<file path="src/rtl/matmul_pkg.sv">
`timescale 1ns/1ps
`default_nettype none
//==============================================================================
// Package  : matmul_pkg
// Purpose  : Definitions shared by the matmul APB requester and the slave
//            side: default bus widths, the requester state encoding and
//            helpers for deriving the strobe width and counter width.
// Ports    : none (package)
// Revision : 1.0 - initial release
//==============================================================================
package matmul_pkg;

    // Default widths, kept identical on the requester and slave sides
    localparam int c_default_data_width = 8;
    localparam int c_default_bus_width  = 16;
    localparam int c_default_addr_width = 32;

    // APB requester state encoding
    localparam int         c_state_w  = 2;
    localparam logic [1:0] c_st_idle   = 2'd0;
    localparam logic [1:0] c_st_setup  = 2'd1;
    localparam logic [1:0] c_st_access = 2'd2;

    typedef logic [c_state_w-1:0] apb_state_t;

    // Number of byte-lane strobes on the bus
    function automatic int calc_max_dim(input int bus_w, input int data_w);
        return bus_w / data_w;
    endfunction

    // Counter width able to hold 0..timeout; never narrower than one bit
    function automatic int calc_cnt_width(input int timeout);
        return (timeout < 1) ? 1 : $clog2(timeout + 1);
    endfunction

endpackage : matmul_pkg
`default_nettype wire

</file>
<file path="src/rtl/apb_timeout_counter.sv">
`timescale 1ns/1ps
`default_nettype none
//==============================================================================
// Module   : apb_timeout_counter
// Purpose  : Counts ACCESS cycles in which the slave is not ready and flags
//            expiry once TIMEOUT_CYCLES such cycles have elapsed. With
//            TIMEOUT_CYCLES = 0 the counter is removed and never expires.
// Ports    : clk_i      - clock
//            rst_ni     - asynchronous active-low reset
//            i_clear    - return the count to zero
//            i_enable   - advance the count by one
//            o_expired  - count has reached TIMEOUT_CYCLES
// Revision : 1.0 - initial release
//==============================================================================
module apb_timeout_counter
    import matmul_pkg::*;
#(
    parameter int TIMEOUT_CYCLES = 16
) (
    input  logic clk_i,
    input  logic rst_ni,
    input  logic i_clear,
    input  logic i_enable,
    output logic o_expired
);

    generate
        if (TIMEOUT_CYCLES > 0) begin : g_enabled
            localparam int                 c_cnt_w = calc_cnt_width(TIMEOUT_CYCLES);
            localparam logic [c_cnt_w-1:0] c_limit = c_cnt_w'(TIMEOUT_CYCLES);

            logic [c_cnt_w-1:0] r_count;

            // Saturates at the limit so the expired flag cannot wrap away
            always_ff @(posedge clk_i or negedge rst_ni) begin
                if (!rst_ni) begin
                    r_count <= '0;
                end else if (i_clear) begin
                    r_count <= '0;
                end else if (i_enable && (r_count != c_limit)) begin
                    r_count <= r_count + 1'b1;
                end
            end

            assign o_expired = (r_count == c_limit);
        end else begin : g_disabled
            logic w_unused;
            assign w_unused  = &{1'b0, clk_i, rst_ni, i_clear, i_enable};
            assign o_expired = 1'b0;
        end
    endgenerate

endmodule : apb_timeout_counter
`default_nettype wire

</file>
<file path="src/rtl/apb_master_module.sv">
`timescale 1ns/1ps
`default_nettype none
//==============================================================================
// Module   : apb_master_module
// Purpose  : APB requester for the matmul accelerator. Each accepted
//            valid/ready command becomes one SETUP+ACCESS transfer; new
//            commands are held off while the accelerator is busy, a stalled
//            ACCESS is aborted after TIMEOUT_CYCLES, and the outcome is
//            returned as a one-cycle response pulse.
// Ports    : clk_i, rst_ni               - clock, async active-low reset
//            cmd_valid_i / cmd_ready_o   - command handshake
//            cmd_write_i, cmd_addr_i,
//            cmd_wdata_i, cmd_strb_i     - command payload
//            rsp_valid_o, rsp_rdata_o,
//            rsp_err_o                   - response (data/err held)
//            psel_o, penable_o, pwrite_o,
//            paddr_o, pwdata_o, pstrb_o  - APB request side
//            pready_i, pslverr_i,
//            prdata_i                    - APB completion side
//            busy_i                      - accelerator busy
// Revision : 1.0 - initial release
//==============================================================================
module apb_master_module
    import matmul_pkg::*;
#(
    parameter int DATA_WIDTH     = c_default_data_width,
    parameter int BUS_WIDTH      = c_default_bus_width,
    parameter int ADDR_WIDTH     = c_default_addr_width,
    parameter int TIMEOUT_CYCLES = 16,
    parameter int HOLD_ON_BUSY   = 1
) (
    input  logic                            clk_i,
    input  logic                            rst_ni,
    // Command interface
    input  logic                            cmd_valid_i,
    output logic                            cmd_ready_o,
    input  logic                            cmd_write_i,
    input  logic [ADDR_WIDTH-1:0]           cmd_addr_i,
    input  logic [BUS_WIDTH-1:0]            cmd_wdata_i,
    input  logic [BUS_WIDTH/DATA_WIDTH-1:0] cmd_strb_i,
    // Response interface
    output logic                            rsp_valid_o,
    output logic [BUS_WIDTH-1:0]            rsp_rdata_o,
    output logic                            rsp_err_o,
    // APB requester
    output logic                            psel_o,
    output logic                            penable_o,
    output logic                            pwrite_o,
    output logic [ADDR_WIDTH-1:0]           paddr_o,
    output logic [BUS_WIDTH-1:0]            pwdata_o,
    output logic [BUS_WIDTH/DATA_WIDTH-1:0] pstrb_o,
    input  logic                            pready_i,
    input  logic                            pslverr_i,
    input  logic [BUS_WIDTH-1:0]            prdata_i,
    // Accelerator status
    input  logic                            busy_i
);

    localparam int c_max_dim = calc_max_dim(BUS_WIDTH, DATA_WIDTH);

    apb_state_t             r_state;
    logic                   r_psel;
    logic                   r_penable;
    logic                   r_pwrite;
    logic [ADDR_WIDTH-1:0]  r_paddr;
    logic [BUS_WIDTH-1:0]   r_pwdata;
    logic [c_max_dim-1:0]   r_pstrb;
    logic                   r_rsp_valid;
    logic [BUS_WIDTH-1:0]   r_rsp_rdata;
    logic                   r_rsp_err;

    logic                   w_busy_block;
    logic                   w_cmd_ready;
    logic                   w_accept;
    logic                   w_in_access;
    logic                   w_timeout;

    // busy_i only matters while idle; an in-flight transfer ignores it
    assign w_busy_block = (HOLD_ON_BUSY != 0) && busy_i;
    assign w_cmd_ready  = (r_state == c_st_idle) && !w_busy_block;
    assign w_accept     = cmd_valid_i && w_cmd_ready;
    assign w_in_access  = (r_state == c_st_access);

    // Count only the not-ready ACCESS cycles; cleared everywhere else so
    // every ACCESS phase starts from zero
    apb_timeout_counter #(
        .TIMEOUT_CYCLES (TIMEOUT_CYCLES)
    ) u_timeout (
        .clk_i     (clk_i),
        .rst_ni    (rst_ni),
        .i_clear   (!w_in_access),
        .i_enable  (w_in_access && !pready_i),
        .o_expired (w_timeout)
    );

    always_ff @(posedge clk_i or negedge rst_ni) begin
        if (!rst_ni) begin
            r_state     <= c_st_idle;
            r_psel      <= 1'b0;
            r_penable   <= 1'b0;
            r_pwrite    <= 1'b0;
            r_paddr     <= '0;
            r_pwdata    <= '0;
            r_pstrb     <= '0;
            r_rsp_valid <= 1'b0;
            r_rsp_rdata <= '0;
            r_rsp_err   <= 1'b0;
        end else begin
            r_rsp_valid <= 1'b0;
            case (r_state)
                c_st_idle: begin
                    if (w_accept) begin
                        r_paddr   <= cmd_addr_i;
                        r_pwdata  <= cmd_wdata_i;
                        r_pwrite  <= cmd_write_i;
                        // Reads never present byte strobes on the bus
                        r_pstrb   <= cmd_write_i ? cmd_strb_i : '0;
                        r_psel    <= 1'b1;
                        r_penable <= 1'b0;
                        r_state   <= c_st_setup;
                    end
                end

                c_st_setup: begin
                    r_penable <= 1'b1;
                    r_state   <= c_st_access;
                end

                c_st_access: begin
                    // pready is tested first so a completion in the expiry
                    // cycle is reported as a normal response
                    if (pready_i) begin
                        r_rsp_valid <= 1'b1;
                        r_rsp_rdata <= r_pwrite ? '0 : prdata_i;
                        r_rsp_err   <= pslverr_i;
                        r_psel      <= 1'b0;
                        r_penable   <= 1'b0;
                        r_state     <= c_st_idle;
                    end else if (w_timeout) begin
                        r_rsp_valid <= 1'b1;
                        r_rsp_rdata <= '0;
                        r_rsp_err   <= 1'b1;
                        r_psel      <= 1'b0;
                        r_penable   <= 1'b0;
                        r_state     <= c_st_idle;
                    end
                end

                default: begin
                    r_psel    <= 1'b0;
                    r_penable <= 1'b0;
                    r_state   <= c_st_idle;
                end
            endcase
        end
    end

    assign cmd_ready_o = w_cmd_ready;
    assign rsp_valid_o = r_rsp_valid;
    assign rsp_rdata_o = r_rsp_rdata;
    assign rsp_err_o   = r_rsp_err;
    assign psel_o      = r_psel;
    assign penable_o   = r_penable;
    assign pwrite_o    = r_pwrite;
    assign paddr_o     = r_paddr;
    assign pwdata_o    = r_pwdata;
    assign pstrb_o     = r_pstrb;

endmodule : apb_master_module
`default_nettype wire

</file>
<file path="config.mk">
export PLATFORM = sky130hd
export DESIGN_NAME = apb_master_module
export DESIGN_NICKNAME = d
export VERILOG_FILES = /design/src/rtl/matmul_pkg.sv /design/src/rtl/apb_timeout_counter.sv /design/src/rtl/apb_master_module.sv
export SDC_FILE = /design/constraint.sdc
export NUM_CORES = 1
export LEC_CHECK = 0
export CAP_MARGIN = 25
export CORE_AREA = 2 2 96 98
export CTS_CLUSTER_DIAMETER = 150
export DETAILED_ROUTE_END_ITERATION = 10
export DIE_AREA = 0 0 98 100
export GPL_TIMING_DRIVEN = 0
export PLACE_DENSITY = 0.68
export SLEW_MARGIN = 5
export SYNTH_ARGS = -nofsm -noshare
export SYNTH_HDL_FRONTEND = slang
export SYNTH_SLANG_ARGS = --single-unit
</file>
<file path="constraint.sdc">
create_clock -name clk_i -period 4.75 [get_ports clk_i]
set_input_delay 1.425 -clock clk_i [delete_from_list [all_inputs] [get_ports clk_i]]
set_output_delay 1.425 -clock clk_i [all_outputs]
set_load 0.01 [all_outputs]
</file>
==> impl_metrics.yaml <==
clock_network:
  cts_max_path_buffers: 2
  htree_levels: 3
  cts_setup_buffers: 0
  cts_made_buffers: 9
  cts_tree: "built"
  cts.clk_slew.worst_paths_ps: 80
  clock_sink_count: 77
  cts_root_buf: "clkbuf_8"
  cts.repair.resized: 0
  ctsHoldBuffers: 0
  insertion_delay_ps: 340
worst_setup_path:
  rr_endpoint: "rsp_rdata_o[13]"
  path_max_fanout: 2
  cp_data_arrival_time_ps: 2540
  cp.required_ps: 3320
  cp-end-kind: "output pin"
  worstRegToRegCells: 6
  r2r-start: "u_timeout.g_enabled.r_count[0]"
  worstSetupStartpointType: "input port"
  ff2ff_setup_slack_ps: 2900
  critPathKind: "input port to output pin"
die:
  die_x_microns: 98
  pin_count: 145
  initial_core_util: 0.3527
  rows: 35
  die_area_sq_um: 9800
  fp.coreArea_sq_um: 8890
  dieHeight_microns: 100
sta:
  hold_viol_final: 0
  max_slew.worst_pin.slew_ps: 492.6
  fmax_mhz: 252.4
  setup_tns_ps: 0
  holdWs_ps: 483.6
  setup_viol: 0
  rsz0062_at_grt: "false"
  skew_ps: 12.93
  slew_violations: 0
  layout_min_cycle_time_ps: 3962
  fin_crit_sh: 0.8341
  slew_headroom: 0.6716
route:
  drtPass1Iterations: 4
  drc_errors: 0
  routed_via_density: 4.602
  vias: 2149
  drt_iter0_drc: 50
  ant_nets: 0
  drt-wirelength-per-cell_microns: 15.59
  wirelength_microns: 7279
power_and_ir_drop:
  power.total_mw: 2.311
  vdd_drop_max_v: 0.0002007
  power.density_nw_per_um2: 465.4
  power_leakage_nw: 2.255
synth:
  async_reset_ff_frac: 1.000
  netlist_instances: 195
  post-synth-top-area-cell: "dfrtp_1"
  yosysSeqAreaShare: 0.6145
  synthTopCellsByArea: "dfrtp_1 (61%), mux2_4 (22%), a22o_1 (4.5%), buf_6 (2.2%), mux2_2 (1.4%)"
  syn_nets: 270
  ys.flop_type: "dfrtp_1"
  syn_area_per_cell_sq_um: 16.08
  synth_area_sq_um: 3136
  post_synth_num_cell_types: 27
  ys_seq_elements: 77
  synth_edf_count: 0
  synth_top_area_frac: 0.6145
  ys_warn_count: 0
status:
  status: "finished, final reports clean"
flow_run:
  cap_violations: 0
hold_path:
  hold-path-endpoint: "pstrb_o[1]"
  hold_depth: 2
  hp-start: "pstrb_o[1]"
  min_path_type: "flip-flop to flip-flop"
cells_and_area:
  final_cell_mix: "clkdlybuf4s50_1 (143), dfrtp_1 (77), mux2_4 (45)"
  final_common_cell: "clkdlybuf4s50_1"
  antenna_cells: 0
  fin_area_sq_um: 4966
  drive_gt1_frac: 0.2107
  layout.nets: 426
  syn_to_final_growth_pct: 58.38
global_routing:
  grt_max_degree: 59
  grt_pass1_wl_microns: 11430
  grt.total_usage: 0.1487
  grt_overflow: 0
  antenna_found_initial: 0
  grt_pass1_vias: 2173
placement:
  dp_hpwl_microns: 5235
  gp_congestion: 0.7159
  portBuffers: 144
  placed_area_sq_um: 4741
[registers in the layout, indices dropped and copies added, names as in the netlist]
| register | count |
|---|---|
| penable_o | 1 |
| rsp_err_o | 1 |
| pwdata_o | 16 |
| paddr_o | 32 |
| u_timeout.g_enabled.r_count | 5 |
| rsp_valid_o | 1 |
| r_state | 1 |
| pstrb_o | 2 |
| psel_o | 1 |
| rsp_rdata_o | 16 |
| pwrite_o | 1 |
[critical path: stages]
cell and delay, ps:
clkdlybuf4s50_1 410, nor3_1 140, clkdlybuf4s50_1 560
[synth_stat cells, drive strengths merged (2+ instances only)]
| cell type | number |
|---|---|
| nand2 | 6 |
| o21ai | 5 |
| dfrtp | 77 |
| buf | 7 |
| mux2 | 49 |
| ha | 2 |
| xor2 | 2 |
| nor2 | 5 |
| a21oi | 3 |
| inv | 6 |
| o31ai | 2 |
| nand4b | 2 |
| clkbuf | 2 |
| a22o | 16 |
| nand2b | 2 |
[per-stage QoR]
stage / instances / worst slack, ps / utilization
4_1_cts: 467 / 782.2 / 0.5586
3_3_place_gp: 450 / -471.9 / 0.5305
2_1_floorplan: 195 / 1641 / -
3_5_place_dp: 451 / 800.4 / 0.5333
6_report: 467 / 788.0 / 0.5586
5_1_grt: 467 / 701.2 / 0.5586
[power by group]
part / total [mW] / internal [mW] / switching (mW)
Sequential: 0.935 / 0.833 / 0.101
Combinational: 0.823 / 0.555 / 0.269
Clock: 0.553 / 0.311 / 0.242
Total: 2.31 / 1.70 / 0.611
[routing by layer]
layer  part of all wire  global-route usage  vias to the layer above
met5                  0                   0                        -
met3              0.067             0.04596                        9
met4              0.011             0.04167                        0
met1               0.47              0.2143                     1051
met2               0.46              0.2181                       84
li1                   -                   -                     1005
[area by class of cell]
type / instances / area, sq um
Tap cell: 111 / 138.9
Timing Repair Buffer: 145 / 1466
Clock buffer: 11 / 141.4
Clock inverter: 5 / 83.83
Fill cell: 774 / 3924
Inverter: 6 / 22.52
Multi-Input combinational cell: 103 / 1106
Buffer: 9 / 80.08
Sequential cell: 77 / 1927
[logic make-up (layout without fill, tap and decap cells)]
family	after synthesis	count (layout)	share of synthesized area
xor gates and xnor gates	2	2	0.005588
buffers and inverters	15	176	0.03272
muxes	50	50	0.2330
adders and majority gates	2	2	0.007980
DFF	77	77	0.6145
and+or+nand+nor	22	22	0.04031
AOI/OAI and AO/OA	27	27	0.06584
[how the worst max path moves through the flow]
stage | start | to | slack (ps) | cells after the start
6_report | busy_i | cmd_ready_o | 790 | 3
3_3_place_gp | rst_ni | paddr_o[6] | -470 | 1
2_1_floorplan | busy_i | cmd_ready_o | 1640 | 1
4_1_cts | busy_i | cmd_ready_o | 780 | 3
3_5_place_dp | busy_i | cmd_ready_o | 800 | 3
5_1_grt | busy_i | cmd_ready_o | 700 | 3
Note: power is estimated with default switching activity, not from simulation.
